===== src/rtl/wb_write_arbiter_pkg.sv =====
// Shared definitions for the register-file write-port arbiter.
// Holds the register/data widths, the zero-register constant and the
// buffered muldiv result entry type used by the FIFO and the top level.
package wb_write_arbiter_pkg;

  localparam int RA_W = 5;
  localparam int DW   = 32;

  localparam logic [RA_W-1:0] REG_ZERO = 5'd0;

  // One buffered muldiv result. A cleared live bit means the slot is either
  // empty or was superseded by a newer pipeline write to the same register.
  typedef struct packed {
    logic            live;
    logic [RA_W-1:0] addr;
    logic [DW-1:0]   data;
  } wb_entry_t;

  localparam wb_entry_t EMPTY_ENTRY = '{live: 1'b0, addr: 5'd0, data: 32'd0};

endpackage


===== src/rtl/wb_write_arbiter_fifo.sv =====
// Muldiv result buffer for the write-port arbiter.
// Stores {live, addr, data} entries in arrival order, tracks read/write
// pointers and occupancy, and clears the live bit of every stored entry whose
// address matches a pipeline writeback (WAW kill).
// Ports:
//   clk, rst              clock, synchronous active-high reset
//   push_valid/addr/data  incoming muldiv result (handshake with ready)
//   ready                 buffer not full (registered count)
//   pop                   drain request for the head entry this cycle
//   kill_en/kill_addr     pipeline write this cycle and its destination
//   head                  entry at the read pointer
//   count                 current occupancy
//   live_vec/addr_vec     per-slot live bits and addresses for hazard compare
module wb_write_arbiter_fifo
  import wb_write_arbiter_pkg::*;
#(
  parameter int DEPTH = 4,
  parameter int PTR_W = 2
) (
  input  logic                            clk,
  input  logic                            rst,
  input  logic                            push_valid,
  input  logic [RA_W-1:0]                 push_addr,
  input  logic [DW-1:0]                   push_data,
  output logic                            ready,
  input  logic                            pop,
  input  logic                            kill_en,
  input  logic [RA_W-1:0]                 kill_addr,
  output wb_entry_t                       head,
  output logic [PTR_W:0]                  count,
  output logic [DEPTH-1:0]                live_vec,
  output logic [DEPTH-1:0][RA_W-1:0]      addr_vec
);

  localparam logic [PTR_W:0]   FULL_CNT = (PTR_W+1)'(DEPTH);
  localparam logic [PTR_W:0]   CNT_ONE  = (PTR_W+1)'(1);
  localparam logic [PTR_W:0]   CNT_ZERO = (PTR_W+1)'(0);
  localparam logic [PTR_W-1:0] PTR_ONE  = PTR_W'(1);
  localparam logic [PTR_W-1:0] PTR_ZERO = PTR_W'(0);

  wb_entry_t        mem_r [DEPTH];
  logic [PTR_W-1:0] rd_ptr_r;
  logic [PTR_W-1:0] wr_ptr_r;
  logic [PTR_W:0]   count_r;

  logic push_fire_s;
  logic store_s;
  logic do_pop_s;

  assign ready       = (count_r != FULL_CNT);
  assign push_fire_s = push_valid && ready;
  // A handshake to x0 completes but occupies no slot.
  assign store_s     = push_fire_s && (push_addr != REG_ZERO);
  assign do_pop_s    = pop && (count_r != CNT_ZERO);
  assign head        = mem_r[rd_ptr_r];
  assign count       = count_r;

  // Storage, pointers and occupancy; kill, pop and push all act on one edge.
  always_ff @(posedge clk) begin
    if (rst) begin
      rd_ptr_r <= PTR_ZERO;
      wr_ptr_r <= PTR_ZERO;
      count_r  <= CNT_ZERO;
      for (int i = 0; i < DEPTH; i++) begin
        mem_r[i] <= EMPTY_ENTRY;
      end
    end else begin
      for (int i = 0; i < DEPTH; i++) begin
        if (kill_en && (mem_r[i].addr == kill_addr)) begin
          mem_r[i].live <= 1'b0;
        end
      end
      // Popped slots drop their live bit so they never raise a hazard.
      if (do_pop_s) begin
        mem_r[rd_ptr_r].live <= 1'b0;
        rd_ptr_r             <= rd_ptr_r + PTR_ONE;
      end
      // Push and pop never hit the same slot: that needs empty or full.
      if (store_s) begin
        mem_r[wr_ptr_r] <= '{live: !(kill_en && (push_addr == kill_addr)),
                             addr: push_addr,
                             data: push_data};
        wr_ptr_r        <= wr_ptr_r + PTR_ONE;
      end
      case ({store_s, do_pop_s})
        2'b10:   count_r <= count_r + CNT_ONE;
        2'b01:   count_r <= count_r - CNT_ONE;
        default: count_r <= count_r;
      endcase
    end
  end

  // Flatten per-slot tag state for the hazard compare in the top level.
  always_comb begin
    live_vec = {DEPTH{1'b0}};
    addr_vec = {DEPTH{REG_ZERO}};
    for (int i = 0; i < DEPTH; i++) begin
      live_vec[i] = mem_r[i].live;
      addr_vec[i] = mem_r[i].addr;
    end
  end

endmodule


===== src/rtl/wb_write_arbiter.sv =====
// Register-file write-port arbiter.
// The pipeline writeback owns the port whenever it writes a non-zero
// register; otherwise the oldest buffered muldiv result is drained. Queued
// live results are reported to the hazard unit through PEND1/PEND2.
// Ports:
//   CLK, RST                   clock, synchronous active-high reset
//   WB_WE/WB_A/WB_WD           pipeline writeback (fixed priority)
//   MD_VALID/MD_A/MD_WD        muldiv result, accepted when MD_READY
//   MD_READY                   buffer can accept a result
//   Q_A1/Q_A2, PEND1/PEND2     hazard queries and their pending flags
//   WE3/A3/WD3                 register file write port
//   OCC                        buffer occupancy (debug)
module wb_write_arbiter
  import wb_write_arbiter_pkg::*;
#(
  parameter int DEPTH = 4,
  parameter int PTR_W = 2
) (
  input  logic            CLK,
  input  logic            RST,
  input  logic            WB_WE,
  input  logic [RA_W-1:0] WB_A,
  input  logic [DW-1:0]   WB_WD,
  input  logic            MD_VALID,
  input  logic [RA_W-1:0] MD_A,
  input  logic [DW-1:0]   MD_WD,
  output logic            MD_READY,
  input  logic [RA_W-1:0] Q_A1,
  input  logic [RA_W-1:0] Q_A2,
  output logic            PEND1,
  output logic            PEND2,
  output logic            WE3,
  output logic [RA_W-1:0] A3,
  output logic [DW-1:0]   WD3,
  output logic [PTR_W:0]  OCC
);

  localparam logic [PTR_W:0] CNT_ZERO = (PTR_W+1)'(0);

  logic                       wb_hit_s;
  logic                       pop_s;
  wb_entry_t                  head_s;
  logic [PTR_W:0]             count_s;
  logic [DEPTH-1:0]           live_vec_s;
  logic [DEPTH-1:0][RA_W-1:0] addr_vec_s;

  // A write to x0 is not a real write, so it neither blocks draining nor kills.
  assign wb_hit_s = WB_WE && (WB_A != REG_ZERO);
  assign pop_s    = !wb_hit_s && (count_s != CNT_ZERO);
  assign OCC      = count_s;

  wb_write_arbiter_fifo #(
    .DEPTH (DEPTH),
    .PTR_W (PTR_W)
  ) u_fifo (
    .clk        (CLK),
    .rst        (RST),
    .push_valid (MD_VALID),
    .push_addr  (MD_A),
    .push_data  (MD_WD),
    .ready      (MD_READY),
    .pop        (pop_s),
    .kill_en    (wb_hit_s),
    .kill_addr  (WB_A),
    .head       (head_s),
    .count      (count_s),
    .live_vec   (live_vec_s),
    .addr_vec   (addr_vec_s)
  );

  // Write-port priority mux; the register file writes on negedge, so this is
  // purely combinational. A killed head is popped with the enable held low.
  always_comb begin
    WE3 = 1'b0;
    A3  = REG_ZERO;
    WD3 = 32'd0;
    if (wb_hit_s) begin
      WE3 = !RST;
      A3  = WB_A;
      WD3 = WB_WD;
    end else if (count_s != CNT_ZERO) begin
      WE3 = !RST && head_s.live;
      A3  = head_s.addr;
      WD3 = head_s.data;
    end else begin
      WE3 = 1'b0;
      A3  = REG_ZERO;
      WD3 = 32'd0;
    end
  end

  // Hazard flags from stored state only; the incoming result is not visible.
  always_comb begin
    PEND1 = 1'b0;
    PEND2 = 1'b0;
    for (int i = 0; i < DEPTH; i++) begin
      if (live_vec_s[i] && (addr_vec_s[i] == Q_A1) && (Q_A1 != REG_ZERO)) begin
        PEND1 = 1'b1;
      end else begin
        PEND1 = PEND1;
      end
      if (live_vec_s[i] && (addr_vec_s[i] == Q_A2) && (Q_A2 != REG_ZERO)) begin
        PEND2 = 1'b1;
      end else begin
        PEND2 = PEND2;
      end
    end
  end

endmodule


===== config.mk =====
export PLATFORM = sky130hd
export DESIGN_NAME = wb_write_arbiter
export DESIGN_NICKNAME = d
export VERILOG_FILES = /design/src/rtl/wb_write_arbiter_pkg.sv /design/src/rtl/wb_write_arbiter_fifo.sv /design/src/rtl/wb_write_arbiter.sv
export SDC_FILE = /design/constraint.sdc
export NUM_CORES = 1
export LEC_CHECK = 0
export CORE_ASPECT_RATIO = 1.5
export CORE_MARGIN = 2
export CORE_UTILIZATION = 45
export CTS_CLUSTER_SIZE = 10
export DETAILED_ROUTE_END_ITERATION = 10
export GPL_ROUTABILITY_DRIVEN = 0
export PLACE_DENSITY = 0.68
export REMOVE_ABC_BUFFERS = 1
export SYNTH_ARGS = -nofsm -noshare
export SYNTH_HDL_FRONTEND = slang
export SYNTH_HIERARCHICAL = 1
export SYNTH_SLANG_ARGS = --single-unit

===== constraint.sdc =====
create_clock -name CLK -period 9.3 [get_ports CLK]
set_clock_uncertainty 0.05 [all_clocks]
set_input_delay 2.79 -clock CLK [delete_from_list [all_inputs] [get_ports CLK]]
set_output_delay 2.79 -clock CLK [all_outputs]
set_load 0.02 [all_outputs]

==> results.json <==
{
  "post-cts-setup-buffer-count": 0,
  "clock_sinks": 161,
  "p_switching_mw": 0.636,
  "n_antenna_cell": 0,
  "startpoint_type": "input port",
  "ant_nets": 0,
  "tns_ps": 0,
  "antenna_found_initial": 0,
  "synth_top_area_cell": "edfxtp_1",
  "yosysMostFrequentCell": "edfxtp_1",
  "path_max_fanout": 40,
  "drive_gt1_share_pct": 11.1,
  "critPathSlowestCell": "clkdlybuf4s50_1",
  "finalInstanceArea_um2": 10500,
  "cts_tree": "built",
  "cts_root_buffer": "clkbuf_16",
  "dieWidth_um": 118,
  "path_class": "input port to primary output",
  "power_leakage_nw": 4.39,
  "numCtsBuffers": 17,
  "crit_chain": "clkdlybuf4s50_1 > or4_4 > o21ai_4 > buf_4 > inv_2 > o21ai_0 > clkdlybuf4s50_1",
  "cp.required_ps": 6460,
  "port_buffers": 131,
  "grt_max_degree": 106,
  "p_per_area_nw_per_um2": 210,
  "final_nets": 872,
  "synth_cell_types": 39,
  "wl_met1_mm": 8.49,
  "grt_pass1_wl_mm": 34.7,
  "clkLatencyLatePin_ps": 410,
  "p_seq_share_pct": 40.7,
  "comb_power_share_pct": 26.0,
  "ir_drop_uv": 109,
  "grt.overflow.total": 0,
  "cp_slowest_stage_delay_ps": 640,
  "max-slew-margin-rel_pct": 23.1,
  "crit_top_cell": "clkdlybuf4s50_1",
  "cp.arrival_ps": 5740,
  "dp_hpwl_mm": 13.5,
  "area_delta_synth_final_pct": 21.0,
  "rsz0062_at_grt": "no",
  "synth_edf_count": 152,
  "syn_avg_cell_area_um2": 12.3,
  "hp-class": "flop to flop",
  "drv_cap": 0,
  "end_kind": "primary output",
  "clkPwrFrac_pct": 33.4,
  "setup_viol": 0,
  "status": "finished clean",
  "yosys-top-cells-area": "edfxtp_1 52%, and3_1 11%, mux4_2 9.8%, xor2_1 5.4%, nand2_1 3.1%",
  "yosysWarnings": 6,
  "die_h_um": 174,
  "vias_per_cell": 5.69,
  "wl_met3_mm": 1.04,
  "period_minus_slack_ps": 8580,
  "fmax_mhz": 117,
  "p_int_mw": 1.57,
  "wl_met2_mm": 12.3,
  "seq_area_frac_synth_pct": 54.4,
  "synth_flop_cell": "edfxtp_1",
  "clockBufferDepth": 2,
  "switching_share_pct": 28.8,
  "synth_top_area_share_pct": 52.4,
  "via_count": 5921,
  "netlist_area_um2": 8720,
  "initial_core_util_pct": 45.7,
  "dieArea_um2": 20500,
  "grt_usage_pct": 22.2,
  "synth_common_cells": "152 x edfxtp_1, 149 x and3_1, 71 x nand2_1",
  "wl_per_cell_um": 21.7,
  "postCtsHoldBufs": 0,
  "clk_pin_slew_ps": 60,
  "fin_crit_sh_pct": 92.2,
  "first_global_vias": 6345,
  "routed.top_layer": "met4",
  "dpl_cell_area_um2": 9920,
  "wl_mm": 22.5,
  "dr.pass1.iters": 7,
  "drt_iter0_markers": 581,
  "rows": 62,
  "cts_resized": 0,
  "synthArstFlopShare_pct": 0,
  "reg2reg_slack_ps": 5630,
  "io_pins": 132,
  "slew_violations": 0,
  "core_um2": 19100,
  "h-tree-depth": 4,
  "fill_cells": 1615,
  "hold_violations": 0,
  "synth-seq-cells": 161,
  "tightest_slew_ps": 1150,
  "drcViolationCount": 0,
  "postSynthCellCount": 707
}
layer usage:
metal  GRT usage (%)  up-vias
met5               0        -
met3            3.71       44
met4            9.24        0
met2            41.6      213
met1            24.7     2953
li1                -     2711
flip-flops by register name (all words and copies together) (netlist names), named ones only:
name and count:
u_fifo/rd_ptr_r 2, u_fifo/mem_r 152, u_fifo/count 3, u_fifo/wr_ptr_r 2
final timing paths:
| check | start | endpoint | cells after the start |
|---|---|---|---|
| worst max-delay path | WB_A[1] | A3[4] | 7 |
| worst min-delay path | u_fifo/count[2] | u_fifo/count[2] | 2 |
| worst max register to register | u_fifo/count[0] | u_fifo/mem_r[2][20] | 5 |
| worst min register to register | u_fifo/count[2] | u_fifo/count[2] | 2 |
metrics by stage:
step,hold WS [ps],total power [mW],util [%],cells,setup WS (ps)
after floorplan,468,1.23,-,616,1690
after global placement,466,1.48,52.0,1011,758
after detailed placement,487,1.49,52.0,1011,690
after CTS,496,2.23,55.3,1041,681
after global routing,518,2.30,55.3,1041,575
final,491,2.21,55.3,1041,723
logic make-up (layout without fill, tap and decap cells):
logic type	count (synthesis)	count (layout)	share of synthesized area (%)
adder cells (fa/ha/maj)	10	10	1.52
AO/OA/AOI/OAI	20	20	1.81
buffers and inverters	100	178	5.99
AND/OR/NAND/NOR	308	308	19.4
XOR/XNOR	69	69	6.93
flip-flops	161	161	54.4
multiplexers	39	39	9.93
power groups by stage:
stage / Clock, mW / Sequential (mW) / Combinational, mW
finish: 0.738 / 0.899 / 0.574
CTS: 0.747 / 0.899 / 0.581
floorplan: 0 / 0.923 / 0.306
global placement: 0 / 0.909 / 0.571
global route: 0.776 / 0.905 / 0.616
detailed placement: 0 / 0.914 / 0.578
worst max-delay path: cells and delay by family:
kind | cells | cell delay [ps]
buffers and inverters | 4 | 1910
and+or+nand+nor | 1 | 620
AOI/OAI and AO/OA | 2 | 400
placed cells by master (no fill, tap or decap), drive strengths merged, types with 4 or more instances in the layout:
cell type / netlist / layout
edfxtp: 152 / 152
and3: 149 / 149
clkdlybuf4s50: 0 / 131
nand2: 71 / 71
xor2: 54 / 54
nand3: 40 / 40
mux4: 38 / 38
clkbuf: 53 / 19
xnor2: 15 / 15
nor4: 13 / 13
nor2: 9 / 9
ha: 9 / 9
inv: 9 / 9
dfxtp: 9 / 9
buf: 38 / 8
or3: 6 / 6
bufinv: 0 / 5
and2: 5 / 5
o21ai: 5 / 5
a21oi: 4 / 4
or2: 4 / 4
a32o: 4 / 4
nor2b: 4 / 4
or4: 4 / 4
clkinv: 0 / 4
area by class of cell:
class                      count  area (um2)  share of cell area [%]
clock buffer                  19         433                    4.10
clock inverter                11         189                    1.79
inverter                       9        33.8                   0.320
multi-input combinational    446        3450                    32.7
sequential                   161        4750                    45.0
tap                          256         320                    3.04
timing repair buffer         139        1370                    13.0
Note: power is estimated with default switching activity, not from simulation.
